File: config.mk
export PLATFORM = sky130hd
export DESIGN_NAME = wb_port_arbiter
export DESIGN_NICKNAME = d
export VERILOG_FILES = /design/src/rtl/wb_port_arbiter.sv
export SDC_FILE = /design/constraint.sdc
export NUM_CORES = 1
export LEC_CHECK = 0
export CAP_MARGIN = 10
export CORE_UTILIZATION = 59
export CTS_BUF_LIST = sky130_fd_sc_hd__clkbuf_4
export DETAILED_ROUTE_END_ITERATION = 8
export HOLD_SLACK_MARGIN = 0.03
export PLACE_DENSITY = 0.92
export SYNTH_ARGS = -nofsm -noshare
export SYNTH_HDL_FRONTEND = slang
export SYNTH_SLANG_ARGS = --single-unit
File: constraint.sdc
create_clock -name clk -period 7.27 [get_ports clk]
set_clock_uncertainty 0.1 [all_clocks]
set_input_delay 1.0905 -clock clk [delete_from_list [all_inputs] [get_ports clk]]
set_output_delay 1.0905 -clock clk [all_outputs]
set_load 0.02 [all_outputs]
File: src/rtl/wb_port_arbiter.sv
// ----------------------------------------------------------------------------
// wb_port_arbiter
//  This block shares the single register-file write port between the in-order
//  pipeline writeback stage and a multi-cycle result source.
//
//  Arbitration:
//   - Pipeline writes win by default.
//   - Multi-cycle results always queue in a small FIFO and drain into idle
//     port slots.
//   - If the FIFO head goes ungranted for STARVE_LIMIT edges, a one-cycle
//     FORCE state stalls the pipeline and drains the head.
//
//  Ports:
//   clk, rst_n            clock (rising edge), async active-low reset
//   wb_valid/addr/data    pipeline writeback request
//   mc_valid/addr/data    multi-cycle result, held by the source until accepted
//   mc_ready              FIFO has room
//   stall_pipe            high exactly while in the FORCE state
//   rf_we/waddr/wdata     registered register-file write port
//   pending_mask          one bit per register targeted by a queued entry
//   fifo_count            occupied FIFO entries
// ----------------------------------------------------------------------------
module wb_port_arbiter #(
   parameter int unsigned DW           = 32,
   parameter int unsigned AW           = 4,
   parameter int unsigned DEPTH        = 4,
   parameter int unsigned STARVE_LIMIT = 8
) (
   input  logic                    clk,
   input  logic                    rst_n,
   input  logic                    wb_valid,
   input  logic [AW-1:0]           wb_addr,
   input  logic [DW-1:0]           wb_data,
   input  logic                    mc_valid,
   output logic                    mc_ready,
   input  logic [AW-1:0]           mc_addr,
   input  logic [DW-1:0]           mc_data,
   output logic                    stall_pipe,
   output logic                    rf_we,
   output logic [AW-1:0]           rf_waddr,
   output logic [DW-1:0]           rf_wdata,
   output logic [(1<<AW)-1:0]      pending_mask,
   output logic [$clog2(DEPTH):0]  fifo_count
);

   localparam int unsigned NREG = 1 << AW;
   localparam int unsigned PW   = $clog2(DEPTH);
   localparam int unsigned CW   = PW + 1;
   localparam int unsigned WW   = $clog2(STARVE_LIMIT + 1);

   typedef enum logic {
      ST_NORMAL = 1'b0,
      ST_FORCE  = 1'b1
   } state_e;

   state_e          state_q, state_d;
   logic [WW-1:0]   wait_q, wait_d;
   logic [PW-1:0]   wr_ptr_q, wr_ptr_d;
   logic [PW-1:0]   rd_ptr_q, rd_ptr_d;
   logic [CW-1:0]   count_q, count_d;
   logic            rf_we_q, rf_we_d;
   logic [AW-1:0]   rf_waddr_q, rf_waddr_d;
   logic [DW-1:0]   rf_wdata_q, rf_wdata_d;
   logic            stall_q, stall_d;

   logic [AW-1:0]   fifo_addr_q [DEPTH];
   logic [DW-1:0]   fifo_data_q [DEPTH];

   logic            push;
   logic            pop;
   logic            head_valid;
   logic            full;
   logic [PW-1:0]   slot_off;

   // Control and write-port registers
   always_ff @(posedge clk or negedge rst_n) begin
      if (!rst_n) begin
         state_q    <= ST_NORMAL;
         wait_q     <= '0;
         wr_ptr_q   <= '0;
         rd_ptr_q   <= '0;
         count_q    <= '0;
         rf_we_q    <= 1'b0;
         rf_waddr_q <= '0;
         rf_wdata_q <= '0;
         stall_q    <= 1'b0;
      end else begin
         state_q    <= state_d;
         wait_q     <= wait_d;
         wr_ptr_q   <= wr_ptr_d;
         rd_ptr_q   <= rd_ptr_d;
         count_q    <= count_d;
         rf_we_q    <= rf_we_d;
         rf_waddr_q <= rf_waddr_d;
         rf_wdata_q <= rf_wdata_d;
         stall_q    <= stall_d;
      end
   end

   // FIFO storage; validity is carried entirely by the pointers and count
   always_ff @(posedge clk) begin
      if (push) begin
         fifo_addr_q[wr_ptr_q] <= mc_addr;
         fifo_data_q[wr_ptr_q] <= mc_data;
      end
   end

   // Grant, FIFO bookkeeping and starvation FSM
   always_comb begin
      state_d    = state_q;
      wait_d     = '0;
      wr_ptr_d   = wr_ptr_q;
      rd_ptr_d   = rd_ptr_q;
      count_d    = count_q;
      rf_we_d    = 1'b0;
      rf_waddr_d = rf_waddr_q;
      rf_wdata_d = rf_wdata_q;
      stall_d    = 1'b0;
      pop        = 1'b0;

      full       = (count_q == CW'(DEPTH));
      head_valid = (count_q != '0);
      push       = mc_valid && !full;

      // In FORCE the stalled pipeline re-presents its request, so wb_valid is ignored
      if (state_q == ST_NORMAL && wb_valid) begin
         rf_we_d    = 1'b1;
         rf_waddr_d = wb_addr;
         rf_wdata_d = wb_data;
      end else if (head_valid) begin
         pop        = 1'b1;
         rf_we_d    = 1'b1;
         rf_waddr_d = fifo_addr_q[rd_ptr_q];
         rf_wdata_d = fifo_data_q[rd_ptr_q];
      end

      if (push) begin
         wr_ptr_d = wr_ptr_q + PW'(1);
      end
      if (pop) begin
         rd_ptr_d = rd_ptr_q + PW'(1);
      end
      count_d = count_q + CW'(push) - CW'(pop);

      case (state_q)
         ST_NORMAL: begin
            if (head_valid && !pop) begin
               if (wait_q == WW'(STARVE_LIMIT - 1)) begin
                  state_d = ST_FORCE;
                  stall_d = 1'b1;
               end else begin
                  wait_d = wait_q + WW'(1);
               end
            end
         end
         ST_FORCE: begin
            state_d = ST_NORMAL;
         end
         default: begin
            state_d = ST_NORMAL;
         end
      endcase
   end

   // Decode of the destinations held by live FIFO slots
   always_comb begin
      pending_mask = '0;
      slot_off     = '0;
      for (int unsigned i = 0; i < DEPTH; i++) begin
         slot_off = PW'(i) - rd_ptr_q;
         if (CW'(slot_off) < count_q) begin
            pending_mask[fifo_addr_q[i]] = 1'b1;
         end
      end
   end

   assign mc_ready   = (count_q != CW'(DEPTH));
   assign fifo_count = count_q;
   assign stall_pipe = stall_q;
   assign rf_we      = rf_we_q;
   assign rf_waddr   = rf_waddr_q;
   assign rf_wdata   = rf_wdata_q;

endmodule
==> summary by stage <==
Floorplanning
The total I/O pin count is between 100 and 150. From bottom edge to top edge, the die measures 119 µm. The die covers 0.0142 mm². The die extent in x is 119 µm. The number of cell rows is 42. The total area inside the core boundary comes to 0.0133 mm². The starting density of the core is 60.8%.

Synth
The synthesized area per cell is 16.8 µm². By count the netlist is led by 144 x edfxtp_1, 49 x dfrtp_1, 49 x inv_1. The synthesized design devotes to its leading area cell type 53.5% of total area. The largest total area in the synthesized netlist belongs to edfxtp_1. The cell area after synthesis is 0.00809 mm². Synthesis produced a netlist with a net count of 570. The leading cell type by number of instances after synthesis is edfxtp_1. The async set-or-reset flop fraction in the synthesized netlist is 25.4%. The fraction of the yosys area taken by sequential cells is 68.6%. The distinct cell type count after synthesis is 45.

The instance count of the mapped netlist is roughly 480. After synthesis the netlist holds a flip-flop and latch count of 193. Among all flip-flop cells after synthesis, the most frequent one is edfxtp_1.

In the post-synthesis netlist, the biggest area contributors are edfxtp_1 53%, dfrtp_1 15%, mux4_2 10%. During synthesis, Yosys emitted a total of 0 warnings. The count of flip-flops with a built-in enable after synthesis is 144.

Clocking
The post-CTS setup-driven buffer insertion count is 0. After clock tree synthesis, the clock-pin slew on the worst setup and hold paths is 160 ps. The later-pin clock latency in the skew report is 580 ps. For this design, the CTS-stage hold fixing added 0 buffers. The clock buffer count from CTS is 17.

The worst-case clock buffer depth is 2. The clock sink count is about 190. After clock tree synthesis, the repair step resized 0 gates. The clock tree from TritonCTS is built.

The buffer type at the clock tree root is clkbuf_4. The level count of the clock H-tree is 4.

Global route
The initial antenna violation count is 0. The overall track demand over capacity in global routing is 27.7%. The largest net degree at the start of global routing is 50. The global-route congestion overflow total is 0.

The via count of the first global-routing pass is around 5,200. The first global-routing pass estimated around 29,000 µm of wire.

Layout
Fill cells in the final layout number between 700 and 800. The layout overhead on the synthesized area is 21.7%. The number of standard cells in the layout, taps in and fillers out is 804.

The number of antenna diodes is 0. The share of layout cells above drive strength 1 is 14.3%. The number of nets in the layout is 703.

STA
The final number of max-transition violations is 0. Setup violations remaining at the end of the flow were counted as 0. The minimum clock period after layout is 5280 ps.

The actual transition at the worst max-transition pin is 1100 ps. The worst relative slew slack is 26.6%. Static timing analysis puts the maximum clock frequency at about 190 MHz. The number of hold violations in the final report is 0.

Setup repair after global routing left no endpoint under its margin. For the final routed database, the setup TNS stands at 0 ps. The part of the cycle the worst path needs is 72.7%.

Drt
In the routed design, unresolved DRC markers number 0. The detailed-routed wire length on met2 is 9690 µm. The detailed-route via count is 5,095. The count of nets left with antenna violations once routing finished came out at 0. The length of routed wiring on met1 is 7020 µm. In the routed layout, each cell is associated on average with a via count of 6.34. The met3 wire length is 1120 µm. The first detailed-routing pass ran for 8 iterations. The highest layer touched by signal routing is met4. The final layout contains routed wiring with a total length of between 15,000 and 20,000 µm. For this block, the initial DRC count from the detailed router was 626. The average wire length per cell after detail routing is 23.1 µm.

Setup path
The capturing element type of the critical path is an output pin. At the worst endpoint, the arrival time is between 4000 and 5000 ps. The setup path with the least slack is of type flip-flop to output pin.

At the worst endpoint, the required time is just over 6000 ps. The critical path startpoint category is a flip-flop. The biggest fanout along the worst timing path is 40.

Placement
The count of buffers added on input and output ports is 133. After legalization and detailed placement, the total HPWL measured 12,500 µm. The placed cell count is 770. The weighted congestion at the end of routability-driven global placement is 0.912.

Status
The run finished with clean final reports.

Power
The largest voltage drop on the vdd net is 0.216 mV. For this design the static power due to leakage is ~3.6 nW. The total power per unit cell area is 373 mW/mm².

Job
The number of maximum-capacitance constraint violations is 0.

Worst hold path
The class of the most critical hold timing path is primary input to asynchronous set/reset pin.
==> worst max-delay path, cell delays in order (launching register included) <==
cell,delay [ps]
dfrtp_2,1080
xor2_1,250
inv_1,70
ha_1,260
nor2b_1,200
a2111oi_2,710
a22oi_1,190
o221ai_1,110
clkdlybuf4s50_1,640
==> final timing paths <==
kind                                          start                        to  slack (ps)  cells after the start
min reg2reg                rf_wdata[22]$_DFFE_PN0P_  rf_wdata[22]$_DFFE_PN0P_         410                      2
min                                           rst_n  rf_wdata[23]$_DFFE_PN0P_         290                      1
max in group asynchronous                     rst_n   rd_ptr_q[0]$_DFFE_PN0P_        6210                      2
max reg2reg                    stall_pipe$_DFF_PN0_   fifo_count[2]$_DFF_PN0_        4070                      7
max                         rd_ptr_q[1]$_DFFE_PN0P_           pending_mask[3]        1990                      8
min in group clk           rf_wdata[22]$_DFFE_PN0P_  rf_wdata[22]$_DFFE_PN0P_         410                      2
==> final cells by class <==
| type | count | area, µm² | area share [%] |
|---|---|---|---|
| Inverter | 49 | 184 | 1.87 |
| Clock buffer | 17 | 128 | 1.30 |
| Clock inverter | 15 | 150 | 1.53 |
| Multi-Input combinational cell | 218 | 2250 | 22.9 |
| Tap cell | 176 | 220 | 2.24 |
| Sequential cell | 193 | 5550 | 56.4 |
| Timing Repair Buffer | 136 | 1360 | 13.8 |
==> cell families (layout without fill, tap and decap cells) <==
logic type / count (synthesis) / after routing / synth area share (%)
AOI/OAI and AO/OA: 75 / 75 / 8.63
muxes: 37 / 37 / 10.2
adders and majority gates: 12 / 12 / 1.95
and+or+nand+nor: 87 / 87 / 6.09
xor gates and xnor gates: 7 / 7 / 0.758
buffers and inverters: 71 / 217 / 3.79
DFF: 193 / 193 / 68.6
==> layer usage <==
layer / GRT usage (%) / up-vias
li1: - / 2214
met1: 34.7 / 2580
met2: 45.8 / 243
met3: 6.70 / 58
met4: 13.0 / 0
met5: 0 / -
==> stage by stage <==
| step | cell area (µm²) | power, mW | hold slack (ps) | utilization, % | worst slack, ps |
|---|---|---|---|---|---|
| 6_report | 9840 | 3.67 | 290 | 74.0 | 1990 |
| 5_1_grt | 9840 | 3.84 | 259 | 74.0 | 1760 |
| 4_1_cts | 9820 | 3.68 | 411 | 73.8 | 1760 |
| 3_5_place_dp | 9540 | 3.14 | 380 | 71.8 | 2450 |
| 3_3_place_gp | 9540 | 3.07 | 349 | 71.8 | 2500 |
| 2_1_floorplan | 8090 | 2.57 | 339 | - | 3810 |
==> sequential cells by signal, summed over array words and instances (netlist names) <==
register and flops:
fifo_addr_q 16, rf_waddr 4, rd_ptr_q 2, fifo_count 3, rf_we 1, wr_ptr_q 2, stall_pipe 1, rf_wdata 32
wait_q 4, fifo_data_q 128
==> placed cells by master, fill, tap and decap left out, types with 11 or more instances in the layout <==
master and count:
nand3_1 15, nor2b_1 16, nand2_1 12, dfrtp_1 47, inv_1 49, clkbuf_4 17
edfxtp_1 144, clkdlybuf4s50_1 132, ha_1 11, mux4_2 36, a222oi_1 36
==> where the power goes <==
group	internal, mW	total [mW]	switching, mW
Sequential	1.48	1.69	0.210
Clock	0.180	0.549	0.369
Combinational	0.673	1.44	0.763
No activity file was read; power rests on OpenSTA's default activity.
==> RTL change 1 (config.mk and constraints unchanged) <==
The parameter `DW` goes from 32 to 28.
--- a/src/rtl/wb_port_arbiter.sv
+++ b/src/rtl/wb_port_arbiter.sv
@@ -23,3 +23,3 @@
 module wb_port_arbiter #(
-   parameter int unsigned DW           = 32,
+   parameter int unsigned DW           = 28,
    parameter int unsigned AW           = 4,
Interface: changed (resized mc_data, rf_wdata and wb_data); port bits go from 134 to 122. No check against the original RTL was run, so the function may have changed too.
==> RTL change 1 against the unedited design <==
  * Design area is 9.0% lower
  * Sequential cell count decreased by 20
  * Area after synthesis decreased by 8.3%
  * Total power fell by 9.0%
  * Via count down 9.0%
  * Worst setup slack improved by 0.18 ns
  * Wire length decreased by 11%
  * Final cell count fell by 7.0%
  * Die area decreased by 8.2%
  * Critical endpoint is now pending_mask[1]
  * Highest routed layer unchanged
==> RTL change 1: results (changes against the unedited design) <==
setup_path:
  endpoint: "pending_mask[1]"
  reg2reg_slack_ns: 4.19  # +0.12 ns
  reg2reg_depth: 7  # unchanged
  startpoint: "rd_ptr_q[1]"
  crit_arrival_ns: 3.91  # -0.18 ns
  cpLargestDelayFamily: "compound AO/OA/AOI/OAI gates"
  reg2reg_from: "stall_pipe"
  cp_max_fo: 36  # -10%
  critPathSlowestCell: "dfrtp_2"
  crit_path_max_incr_delay_ns: 0.96  # -0.12 ns
grt:
  grt_max_degree: 46  # -8.0%
  grt_pass1_wl_mm: 25.59  # -11%
  grt_pass1_vias: 4829  # -6.9%
  grt_usage_pct: 27.13  # -0.57 points
synthesis:
  ys_warn_count: 0  # unchanged
  synth_most_common_cell: "edfxtp_1"
  ys_types: 36  # -20%
  yosysSeqAreaShare_pct: 67.00  # -1.6 points
  synth_edf_count: 128  # -11%
  syn-num-nets: 527  # -7.5%
  yosys-top-cells-count: "edfxtp_1 (128), dfrtp_1 (45), inv_1 (45), a222oi_1 (32), nand3_1 (28)"
  synth_area_leaders: "edfxtp_1 (52%), dfrtp_1 (15%), mux4_2 (8.2%), a222oi_1 (4.3%), inv_1 (2.3%)"
  ys_async_sr_fraction_pct: 26.01  # +0.62 points
placed_design:
  gp_congestion: 0.8566  # -6.1%
  io_buffers: 121  # -9.0%
  place_ws_ns: 2.852  # +0.4066 ns
  dpl.hpwl_mm: 10.98  # -12%
  postPlaceCellArea_mm2: 0.008667  # -9.2%
power_and_ir_drop:
  leakage_nw: 3.273  # -7.8%
  vdd_drop_max_uv: 231.0  # +6.9%
finish:
  nets: 647  # -8.0%
  num-fill-cells: 742  # -2.6%
  regMostFlops: "fifo_data_q"
  largest_reg_flops: 112  # -13%
  drive_above_1_share_pct: 13.47  # -0.86 points
detailed_routing:
  postRouteAntennaNets: 0  # unchanged
  first_pass_iters: 9  # +1
  drtIter0Drc: 619  # -1.1%
  vias: 4634  # -9.0%
  routedWlPerCell_um: 22.17  # -4.0%
run_status:
  outcome: "complete, no violations"
cts:
  cts_buffers: 17  # unchanged
  post_cts_buffers: 0  # unchanged
  worstSkewPairLatency_ns: 0.56  # -0.02 ns
  cts_root_buffer: "clkbuf_4"
  cts_buffer_depth: 2  # unchanged
  path_clk_slew_ns: 0.14  # -0.02 ns
timing:
  tightest_slew_ns: 1.004  # -0.09528 ns
  period_share_pct: 70.17  # -2.5 points
  setup_tns_ns: 0  # unchanged
## RTL change 1: cell types whose count changed in the layout (fill, tap and decap cells not counted), sizes merged, moves of 10 or more
cell | before | now
a22oi | 9 | 21
clkdlybuf4s50 | 132 | 120
edfxtp | 144 | 128
inv | 55 | 45
nand3 | 15 | 28
## RTL change 1: where the power goes
| group | internal, W | switching [W] |
|---|---|---|
| logic | 0.000613 | 0.000710 |
| clock network | 0.000207 | 0.000314 |
| registers | 0.00132 | 0.000174 |
## RTL change 1: layout make-up
class / instances / area, um2 / area share, %
antenna: 1 / 2.502 / 0.02794
inverter: 45 / 168.9 / 1.886
sequential: 173 / 4972 / 55.51
tap: 168 / 210.2 / 2.347
multi-input combinational: 206 / 2095 / 23.38
clock buffer: 19 / 142.6 / 1.592
timing repair buffer: 124 / 1241 / 13.86
clock inverter: 12 / 125.1 / 1.397
## RTL change 1: stage by stage
stage	hold slack, ns	std cells
after floorplan	0.3387	447
after global placement	0.3482	715
after CTS	0.4057	746
final	0.3365	748
after detailed placement	0.3709	715
after global routing	0.3267	747
## RTL change 1: how the worst min path moves through the flow
stage,startpoint,end,slack (ns),cells past startpoint
finish,rst_n,rf_waddr[3],0.34,1
CTS,rf_wdata[7],rf_wdata[7],0.41,2
global placement,wait_q[0],wait_q[0],0.35,1
floorplan,wait_q[0],wait_q[0],0.34,1
detailed placement,wait_q[0],wait_q[0],0.37,1
global route,rst_n,rf_waddr[3],0.33,1
## RTL change 1: logic make-up after synthesis
family,synth area share (%)
multiplexers,10.12
adder cells (fa/ha/maj),2.125
flip-flops,67.00
buffers and inverters,4.960
AO/OA/AOI/OAI,8.570
AND/OR/NAND/NOR,6.393
XOR/XNOR,0.8266
## RTL change 1: routing by layer
layer  vias to the layer above  wire length (um)  GRT usage, %
met5                         -                 0             0
met3                        31              1223         5.770
met1                      2325              6342         34.97
li1                       2038                 -             -
met4                         0               444         13.59
met2                       240              8569         44.28
==> RTL change 2 (same settings) <==
Without the edit above. Register the output `fifo_count` once more, cleared by the reset; this adds one clock of latency there. The other outputs are not delayed to match.
--- a/src/rtl/wb_port_arbiter.sv
+++ b/src/rtl/wb_port_arbiter.sv
@@ -177,3 +177,9 @@
    assign mc_ready   = (count_q != CW'(DEPTH));
-   assign fifo_count = count_q;
+   always_ff @(posedge clk or negedge rst_n) begin
+      if (!rst_n) begin
+         fifo_count <= '0;
+      end else begin
+         fifo_count <= count_q;
+      end
+   end
    assign stall_pipe = stall_q;
Formal check against the unedited RTL: not equivalent (a bounded check fails within 4 cycles, from zero or initial values and one cycle with rst_n low).
==> RTL change 2 against the unedited design <==
  * Wire length shrank 3.8%
  * Worst setup slack lost 0.26 ns
  * Sequential power is essentially flat
  * Area after synthesis grew 0.43%
  * Total power grew 0.29%
  * Via count shrank 1.1%
  * Design area grew 0.14%
  * Largest power group unchanged
  * Sequential cell count grew 3
  * Critical endpoint is now pending_mask[7]
==> RTL change 2: results (changes against the unedited design) <==
finish:
  largest_reg_flops: 128  # unchanged
  diodes: 0  # unchanged
  nets: 698  # -0.71%
  drive_above_1_share_pct: 13.32  # -1.0 points
  regMostFlops: "fifo_data_q"
  fin_cells: 799  # -0.62%
placed_design:
  gp_congestion: 0.8937  # -2.0%
  place_ws_ns: 2.419  # -0.02719 ns
  dp.cells: 767  # -0.39%
  postPlaceCellArea_mm2: 0.009568  # +0.29%
  io_buffers: 133  # unchanged
  dpl.hpwl_mm: 11.77  # -5.6%
synthesis:
  synth_area_leaders: "edfxtp_1 (53%), dfrtp_1 (16%), mux4_2 (10%), a222oi_1 (4.4%), inv_1 (2.3%)"
  yosys-top-cells-count: "edfxtp_1 (144), dfrtp_1 (52), inv_1 (49), a222oi_1 (36), mux4_2 (36)"
  syn-num-nets: 569  # -0.18%
  synth_cells: 481  # -0.21%
  yosysSeqAreaShare_pct: 69.24  # +0.63 points
  ys_warn_count: 0  # unchanged
  ys_async_sr_fraction_pct: 26.53  # +1.1 points
  synth_edf_count: 144  # unchanged
  ys_types: 42  # -6.7%
grt:
  antenna_found_initial: 0  # unchanged
  grt_pass1_wl_mm: 27.95  # -2.5%
  grt_max_degree: 53  # +6.0%
  grt_usage_pct: 26.90  # -0.81 points
  grt_pass1_vias: 5225  # +0.71%
cts:
  cts_resized: 0  # unchanged
  post_cts_buffers: 0  # unchanged
  cts_buffer_depth: 2  # unchanged
  cts_buffers: 17  # unchanged
  cts_root_buffer: "clkbuf_4"
  path_clk_slew_ns: 0.13  # -0.03 ns
  worstSkewPairLatency_ns: 0.56  # -0.02 ns
  cts.htree.levels: 4  # unchanged
setup_path:
  crit_arrival_ns: 4.35  # +0.26 ns
  critPathSlowestCell: "dfrtp_2"
  crit_path_max_incr_delay_ns: 1.07
  cp_max_fo: 40  # unchanged
  cpLargestDelayFamily: "compound AO/OA/AOI/OAI gates"
detailed_routing:
  routedWlPerCell_um: 22.36  # -3.1%
  drtIter0Drc: 494  # -21%
  viasPerCell: 6.308  # -0.46%
  first_pass_iters: 7  # -1
min_path:
  hold_path_class: "reg -> reg"
power_and_ir_drop:
  vdd_drop_max_uv: 211.7  # -2.0%
  leakage_nw: 3.569  # +0.51%
run_status:
  outcome: "complete, no violations"
timing:
  relSlewSlack_pct: 27.39  # +0.81 points
-- RTL change 2: worst paths after layout --
kind / slack, ns / to / cells after the start / start
max: 1.73 / pending_mask[7] / 8 / rd_ptr_q[1]
min: 0.40 / wait_q[0] / 1 / wait_q[0]
max reg2reg: 4.18 / count_q[2] / 7 / stall_pipe
min reg2reg: 0.40 / wait_q[0] / 1 / wait_q[0]
max in group asynchronous: 5.99 / rd_ptr_q[1] / 2 / rst_n
min in group asynchronous: 0.55 / rf_wdata[11] / 2 / rst_n
-- RTL change 2: power by group --
part | internal (W) | leakage, nW | switching [W]
registers | 0.00150 | 1.94 | 0.000189
clock network | 0.000245 | 0.151 | 0.000333
logic | 0.000668 | 1.47 | 0.000745
total | 0.00241 | 3.57 | 0.00127
-- RTL change 2: layer usage --
metal | track usage, % | vias up | wire length (um)
li1 | - | 2189 | -
met2 | 45.35 | 308 | 9340
met3 | 5.364 | 52 | 1327
met5 | 0 | - | 0
met4 | 13.52 | 0 | 524
met1 | 33.37 | 2491 | 6670
-- RTL change 2: logic make-up (layout without fill, tap and decap cells) --
logic type	Yosys count	in the layout	synth area share (%)
xor+xnor	7	7	0.7547
mux	37	37	10.12
fa+ha+maj	12	12	1.941
flops	196	196	69.24
compound gates	77	77	8.563
buf+inv	74	216	3.958
simple gates	78	78	5.421
-- RTL change 2: final cells by class --
| class | count | area [um2] |
|---|---|---|
| multi-input cells | 211 | 2195 |
| repair buffers | 135 | 1341 |
| inverters | 49 | 183.9 |
| clock inverters | 12 | 138.9 |
| flip-flops and latches | 196 | 5628 |
| clock buffers | 20 | 150.1 |
| fillers | 831 | 3491 |
| well taps | 176 | 220.2 |
